==> src/rtl/lc3_pkg.sv <==
// lc3_pkg: shared constants and state type for the LC-3 memory/IO controller
package lc3_pkg;
  localparam logic [15:0] MMIO_BASE = 16'hFE00;
  localparam logic [15:0] KBSR = 16'hFE00;
  localparam logic [15:0] KBDR = 16'hFE02;
  localparam logic [15:0] DSR = 16'hFE04;
  localparam logic [15:0] DDR = 16'hFE06;
  typedef enum logic [1:0] {IDLE, ACCESS, DONE} mem_state_e;
endpackage

==> src/rtl/lc3_mmio_regs.sv <==
// lc3_mmio_regs: keyboard buffer, display register and device read mux
module lc3_mmio_regs
  import lc3_pkg::*;
#(
  parameter int ADDR_W = 16,
  parameter int DATA_W = 16
) (
  input  logic              clk,
  input  logic              rst_n,
  input  logic              done_i,
  input  logic [ADDR_W-1:0] addr_i,
  input  logic              dir_i,
  input  logic [7:0]        wdata_i,
  input  logic [7:0]        kb_char_i,
  input  logic              kb_valid_i,
  input  logic              dsp_ready_i,
  output logic [DATA_W-1:0] rdata_o,
  output logic [7:0]        dsp_data_o,
  output logic              dsp_valid_o
);
  logic       kb_full_q, kb_ovf_q, kbdr_rd, ddr_wr;
  logic [7:0] kb_buf_q, dsp_q;
  logic [15:0] dev;
  always_comb begin
    kbdr_rd = done_i && !dir_i && addr_i == ADDR_W'(KBDR);
    ddr_wr = done_i && dir_i && addr_i == ADDR_W'(DDR);
    dev = addr_i == ADDR_W'(KBSR) ? {kb_full_q, kb_ovf_q, 14'b0} :
          addr_i == ADDR_W'(KBDR) ? {8'h00, kb_buf_q} :
          addr_i == ADDR_W'(DSR) ? {dsp_ready_i, 15'b0} : 16'h0000;
    rdata_o = DATA_W'(dev);
    dsp_valid_o = ddr_wr;
    // the new character is visible during the strobe and held afterwards
    dsp_data_o = ddr_wr ? wdata_i : dsp_q;
  end
  always_ff @(posedge clk or negedge rst_n) begin
    if (!rst_n) begin
      kb_full_q <= 1'b0;
      kb_ovf_q <= 1'b0;
      kb_buf_q <= 8'h00;
      dsp_q <= 8'h00;
    end else begin
      if (kb_valid_i && (!kb_full_q || kbdr_rd)) kb_buf_q <= kb_char_i;
      kb_full_q <= kb_valid_i || (kb_full_q && !kbdr_rd);
      kb_ovf_q <= !kbdr_rd && (kb_ovf_q || (kb_valid_i && kb_full_q));
      if (ddr_wr) dsp_q <= wdata_i;
    end
  end
endmodule

==> src/rtl/lc3_mem_ctrl.sv <==
// lc3_mem_ctrl: MAR/MDR and multi-cycle RAM/MMIO access sequencer for the LC-3
module lc3_mem_ctrl
  import lc3_pkg::*;
#(
  parameter int WAIT_CYCLES = 2,
  parameter int ADDR_W = 16,
  parameter int DATA_W = 16
) (
  input  logic              clk,
  input  logic              rst_n,
  input  logic [DATA_W-1:0] bus_in,
  input  logic              LD_MAR,
  input  logic              LD_MDR,
  input  logic              MEM_EN,
  input  logic              R_W,
  output logic [DATA_W-1:0] mdr_out,
  output logic              R,
  output logic              mem_en,
  output logic              mem_we,
  output logic [ADDR_W-1:0] mem_addr,
  output logic [DATA_W-1:0] mem_wdata,
  input  logic [DATA_W-1:0] mem_rdata,
  input  logic [7:0]        kb_char,
  input  logic              kb_valid,
  input  logic              dsp_ready,
  output logic [7:0]        dsp_data,
  output logic              dsp_valid
);
  localparam int CW = WAIT_CYCLES > 1 ? $clog2(WAIT_CYCLES) : 1;
  mem_state_e        state_q, state_d;
  logic [CW-1:0]     cnt_q, cnt_d;
  logic [ADDR_W-1:0] mar_q, addr_q;
  logic [DATA_W-1:0] mdr_q, wdata_q, rdata_q, dev_rdata, rd_res;
  logic              dir_q;
  always_comb begin
    state_d = state_q;
    cnt_d = cnt_q;
    unique case (state_q)
      IDLE: if (MEM_EN) begin
        state_d = mar_q >= ADDR_W'(MMIO_BASE) ? DONE : ACCESS;
        cnt_d = CW'(WAIT_CYCLES - 1);
      end
      ACCESS: begin
        state_d = cnt_q == '0 ? DONE : ACCESS;
        cnt_d = cnt_q == '0 ? cnt_q : cnt_q - CW'(1);
      end
      default: state_d = IDLE;
    endcase
  end
  always_ff @(posedge clk or negedge rst_n) begin
    if (!rst_n) begin
      state_q <= IDLE;
      cnt_q <= '0;
      mar_q <= '0;
      mdr_q <= '0;
      addr_q <= '0;
      wdata_q <= '0;
      rdata_q <= '0;
      dir_q <= 1'b0;
    end else begin
      state_q <= state_d;
      cnt_q <= cnt_d;
      if (LD_MAR) mar_q <= ADDR_W'(bus_in);
      if (state_q == IDLE && MEM_EN) begin
        addr_q <= mar_q;
        dir_q <= R_W;
        wdata_q <= mdr_q;
      end
      if (state_q == ACCESS && cnt_q == '0) rdata_q <= mem_rdata;
      // a completing read takes priority over a bus load
      if (LD_MDR && R && !dir_q) mdr_q <= rd_res;
      else if (LD_MDR && !MEM_EN) mdr_q <= bus_in;
    end
  end
  assign rd_res = addr_q >= ADDR_W'(MMIO_BASE) ? dev_rdata : rdata_q;
  assign R = state_q == DONE;
  assign mem_en = state_q == ACCESS;
  assign mem_we = mem_en && dir_q;
  assign mem_addr = addr_q;
  assign mem_wdata = wdata_q;
  assign mdr_out = mdr_q;
  lc3_mmio_regs #(.ADDR_W(ADDR_W), .DATA_W(DATA_W)) u_mmio (
    .clk(clk),
    .rst_n(rst_n),
    .done_i(R),
    .addr_i(addr_q),
    .dir_i(dir_q),
    .wdata_i(wdata_q[7:0]),
    .kb_char_i(kb_char),
    .kb_valid_i(kb_valid),
    .dsp_ready_i(dsp_ready),
    .rdata_o(dev_rdata),
    .dsp_data_o(dsp_data),
    .dsp_valid_o(dsp_valid)
  );
endmodule
==> config.mk <==
export PLATFORM = sky130hd
export DESIGN_NAME = lc3_mem_ctrl
export DESIGN_NICKNAME = d
export VERILOG_FILES = /design/src/rtl/lc3_pkg.sv /design/src/rtl/lc3_mmio_regs.sv /design/src/rtl/lc3_mem_ctrl.sv
export SDC_FILE = /design/constraint.sdc
export NUM_CORES = 1
export LEC_CHECK = 0
export ABC_AREA = 1
export BUFFER_PORTS_ARGS = -buffer_cell sky130_fd_sc_hd__buf_2
export CAP_MARGIN = 30
export CORE_UTILIZATION = 45
export CTS_BUF_LIST = sky130_fd_sc_hd__clkbuf_4
export CTS_CLUSTER_SIZE = 24
export DETAILED_ROUTE_END_ITERATION = 8
export PLACE_DENSITY = 0.66
export RECOVER_POWER = 25
export SLEW_MARGIN = 20
export SYNTH_ARGS = -nofsm -noshare
export SYNTH_HDL_FRONTEND = slang
export SYNTH_HIERARCHICAL = 1
export SYNTH_SLANG_ARGS = --single-unit
==> constraint.sdc <==
create_clock -name clk -period 3.2 [get_ports clk]
set_input_delay 0.64 -clock clk [delete_from_list [all_inputs] [get_ports clk]]
set_output_delay 0.64 -clock clk [all_outputs]
set_load 0.05 [all_outputs]
==> results by stage <==
STA:
- The final worst-path cycle share is a little under 90%.
- The worst slew slack as a fraction of its limit is between 9 and 10%.
- On the final layout, the worst clock skew is around 17 ps.
- The final-report max-slew violation count was 0.
- The final period demand of the worst path is 2780 ps.
- The number of hold-slack violations in the final timing report is 0.
- The setup TNS is 0 ps.
- The actual transition at the worst max-transition pin is between 1000 and 1500 ps.
- Setup repair after global routing left no endpoint under its margin.
- The total of endpoints with negative setup slack in the final report is 0.
- Based on the critical path, the design can be clocked at up to roughly 360 MHz.

Clock network:
- Once the clock tree was built, the setup fixing pass inserted 0 buffers.
- The TritonCTS clock tree is built.
- The CTS clock-pin slew for the worst setup and hold paths is ~150 ps.
- The master cell of the clock root buffer is clkbuf_4.
- Counting the buffers created by CTS gives 9.
- The number of hold buffers added after CTS is 0.
- The count of H-tree levels built during CTS is 3.
- CTS saw slightly above 100 sinks.
- The clock reaches the later pin of the worst-skew pair after roughly 450 ps.
- The maximum clock path buffer count is 2.
- Post-CTS repair changed the size of 0 cells.

Global routing:
- The global-route usage over all layers is 21.0%.
- The pin count of the biggest net entering global routing is between 50 and 60.
- Global routing finished with a remaining overflow of 0.
- The number of antenna violations at the first check in global routing came to 0.
- The wire length of the first global-routing pass is 17900 microns.
- The number of global-route vias before repair is 3535.

Power:
- The share of total power dissipated in combinational logic is 48.6%.
- The design internal power is 2520 uW.
- The fraction of power consumed by sequential logic is approximately 40%.
- Power spread over the standard cell area amounts to 921 nW/um^2.
- For this design the static power due to leakage is 0.00274 uW.
- In this run the power spent charging and discharging nets is roughly 2500 uW.
- The switching fraction of total power is 49.6%.
- Across the VDD grid, the largest voltage drop is ~0.43 mV.
- The share of total power dissipated in the clock network is between 10% and 20%.

Synthesis:
- The predominant post-synthesis flop cell is dfrtp_1.
- Of all flip-flops after synthesis, the portion carrying an async set or reset was 100%.
- Counting distinct cell types in the post-synthesis netlist gives 31.
- During synthesis, Yosys emitted a total of 6 warnings.
- Summing every instance area after synthesis gives roughly 4700 sq um.
- In the post-synthesis netlist, the biggest area contributors are dfrtp_1 (54%), nand2_1 (8.4%), inv_1 (5.6%).
- The count of flip-flops with a built-in enable after synthesis is 0.
- Synthesis inferred 102 register bits.
- Synthesis handed over a netlist of about 530 instances.
- Counting instances in the post-synthesis netlist gives the leading cell types as nand2_1 (106), dfrtp_1 (102), inv_1 (71).
- Sequential cells were found to cover ~54% of the synthesized design area.
- The most instantiated library cell after synthesis is nand2_1.
- Summed over its instances, the top area cell type makes up roughly 54% of the synthesized netlist area.
- Summed over all instances, the cell type with the most area after synthesis is dfrtp_1.
- After synthesis, the mean cell area works out to slightly below 9 sq um.

Setup path:
- STA classifies the critical path startpoint as a flip-flop.
- Walking the worst path, the cells encountered are nand2_2, inv_1, inv_1, nor3_2, nand2_2, clkinv_2, nand2_1, nand2_1, buf_2.
- The arrival time of the worst setup path is roughly 2100 ps.
- The kind of critical path is reg2out.
- The slowest stage of the critical path belongs to the cell dfrtp_1.
- The critical path crosses 9 cells after its start point.
- The category of the worst setup path capture point is an output pin.
- For the worst setup path, the data required time is around 2600 ps.
- Of all nets on the critical path, the largest fanout is 9.
- The delay of the slowest cell on the worst path is 480 ps.
- The total buffers and inverters traversed by the critical path is 4.
- The number of cells on the worst reg-to-reg path is 5.
- The kind of cell with the highest combined delay along the critical path is simple AND/OR/NAND/NOR gates.

Die:
- The floorplan die area is 10900 sq um.
- The die height is roughly 100 microns.
- After floorplanning, the core was sized to cover 10200 sq um.
- The number of I/O pins is about 110.
- The initial core utilization is a little under half.
- The floorplan row count is 37.
- The die width is around 100 microns.

Layout:
- Once layout is complete, the utilization of the core stands at a little over half.
- The net count of the finished layout is 676.
- The area growth from synthesis to final layout is 15.0%.
- The share of post-route cells with drive strength above 1 is a little over a quarter.
- The repair_antennas step left the layout with diodes totalling 0.

Route:
- The remaining antenna violation count after routing is 0.
- For this run, the detailed router's first-pass iteration total came to 4.
- Using the TritonRoute via totals, the vias-per-cell ratio works out to 4.85.
- The aggregate routed wire length is 10600 microns.
- The detailed-route via count is between 3000 and 4000.
- After detailed routing, the number of remaining DRC violations is 0.
- The routed length per placed instance is between 10 and 15 microns.
- The number of design-rule violations left by the first detailed-router iteration is approximately 240.

Status:
- The run finished with clean final reports.

Hold path:
- Counting instances, the worst hold path has a depth of 3.
- The tightest min-delay check is of the in2reg type.

Placement:
- In this run the tool buffered the top-level ports with roughly 110 buffer cells.
- At the end of routability-driven placement, the weighted congestion stood at between 0.8 and 0.9.
- The wire-length estimate of the detail-placed layout is around 8100 microns.

Job:
- The tool flagged a number of max-cap violations equal to 0.
[flip-flops by register name (all words and copies together) (netlist names)]
register,flops
u_mmio/kb_buf_q,8
u_mmio/kb_full_q,1
mem_wdata,16
u_mmio/kb_ovf_q,1
mem_addr,16
mdr_out,16
state_q,2
dir_q,1
u_mmio/dsp_q,8
rdata_q,16
cnt_q,1
mar_q,16
[layout by cell type (no fill, tap or decap)]
master | Yosys | layout
inv_1 | 71 | 71
buf_12 | 0 | 1
o21ai_0 | 51 | 51
nand2_8 | 1 | 1
buf_8 | 1 | 1
mux2_1 | 5 | 5
inv_2 | 2 | 2
a21oi_2 | 10 | 10
inv_6 | 1 | 3
nor2_2 | 4 | 4
buf_2 | 7 | 105
nand4_2 | 1 | 1
dfrtp_1 | 102 | 102
nand3_1 | 43 | 43
clkinv_2 | 1 | 1
nand2_2 | 5 | 5
nor3_2 | 1 | 1
a21oi_1 | 25 | 25
mux2_2 | 1 | 1
nand3_2 | 1 | 1
clkinvlp_4 | 0 | 1
nand4_1 | 1 | 1
clkinv_1 | 0 | 3
nand2_4 | 3 | 3
mux2_4 | 10 | 10
nor2_8 | 1 | 1
clkbuf_1 | 6 | 1
clkbuf_4 | 0 | 10
buf_4 | 7 | 1
nand2_1 | 106 | 106
nor3_1 | 5 | 5
conb_1 | 1 | 6
nor2_1 | 47 | 47
nor2_4 | 3 | 3
clkbuf_2 | 0 | 1
[cells by family (layout without fill, tap and decap cells)]
family | Yosys count | count (layout) | synth area share, %
AND/OR/NAND/NOR | 222 | 222 | 21.6
flip-flops | 102 | 102 | 54.1
buffers and inverters | 100 | 201 | 9.71
AO/OA/AOI/OAI | 86 | 86 | 9.92
multiplexers | 16 | 16 | 4.62
other | 1 | 6 | 0.0795
[path summary, 6_finish.rpt]
path                                                  end  slack (ps)                       from
max                                           dsp_data[0]         420     state_q[1]$_DFFE_PN0P_
min                        u_mmio/kb_buf_q[3]$_DFFE_PN0P_         410                 kb_char[3]
max reg2reg                      mem_addr[15]$_DFFE_PN0P_        1320     state_q[1]$_DFFE_PN0P_
min reg2reg                     u_mmio/dsp_q[2]$_DFF_PN0_         490  u_mmio/dsp_q[2]$_DFF_PN0_
max in group asynchronous       mem_wdata[15]$_DFFE_PN0P_        1810                      rst_n
min in group asynchronous        mem_wdata[1]$_DFFE_PN0P_         480                      rst_n
[layer usage]
layer | routed length (microns) | global-route usage [%] | up-vias
li1 | - | - | 1858
met1 | 5060 | 29.9 | 1750
met2 | 4810 | 32.1 | 103
met3 | 574 | 4.07 | 17
met4 | 200 | 7.24 | 0
met5 | 0 | 0 | -
[layout make-up]
class                   instances  area (sq um)
well taps                     136           170
inverters                      75           288
repair buffers                110           577
clock inverters                 6          36.3
flip-flops and latches        102          2550
clock buffers                  10          75.1
multi-input cells             330          1730
fillers                       989          4810
[power by group through the flow]
stage / Combinational (uW) / Clock [uW] / Sequential, uW
after detailed placement: 2420 / 0 / 2020
after floorplan: 963 / 0 / 2910
after CTS: 2430 / 601 / 1990
final: 2430 / 580 / 1990
after global routing: 2620 / 648 / 2040
after global placement: 2400 / 0 / 1990
[worst reg2reg max path, delay by kind of cell (launching register included)]
kind | cells | cell delay [ps]
buffers and inverters | 1 | 420
DFF | 1 | 470
and+or+nand+nor | 3 | 770
AOI/OAI and AO/OA | 1 | 80
[through the flow]
stage          cells  setup WS (ps)  hold WS, ps  power [uW]  cell area [sq um]
3_3_place_gp     752            999          457        4390               5300
6_report         769            420          411        4990               5420
3_5_place_dp     752            934          465        4440               5300
4_1_cts          768            410          236        5020               5410
2_1_floorplan    532            559          344        3870               4740
5_1_grt          769            217          398        5310               5420
(Power assumes the default switching activity.)
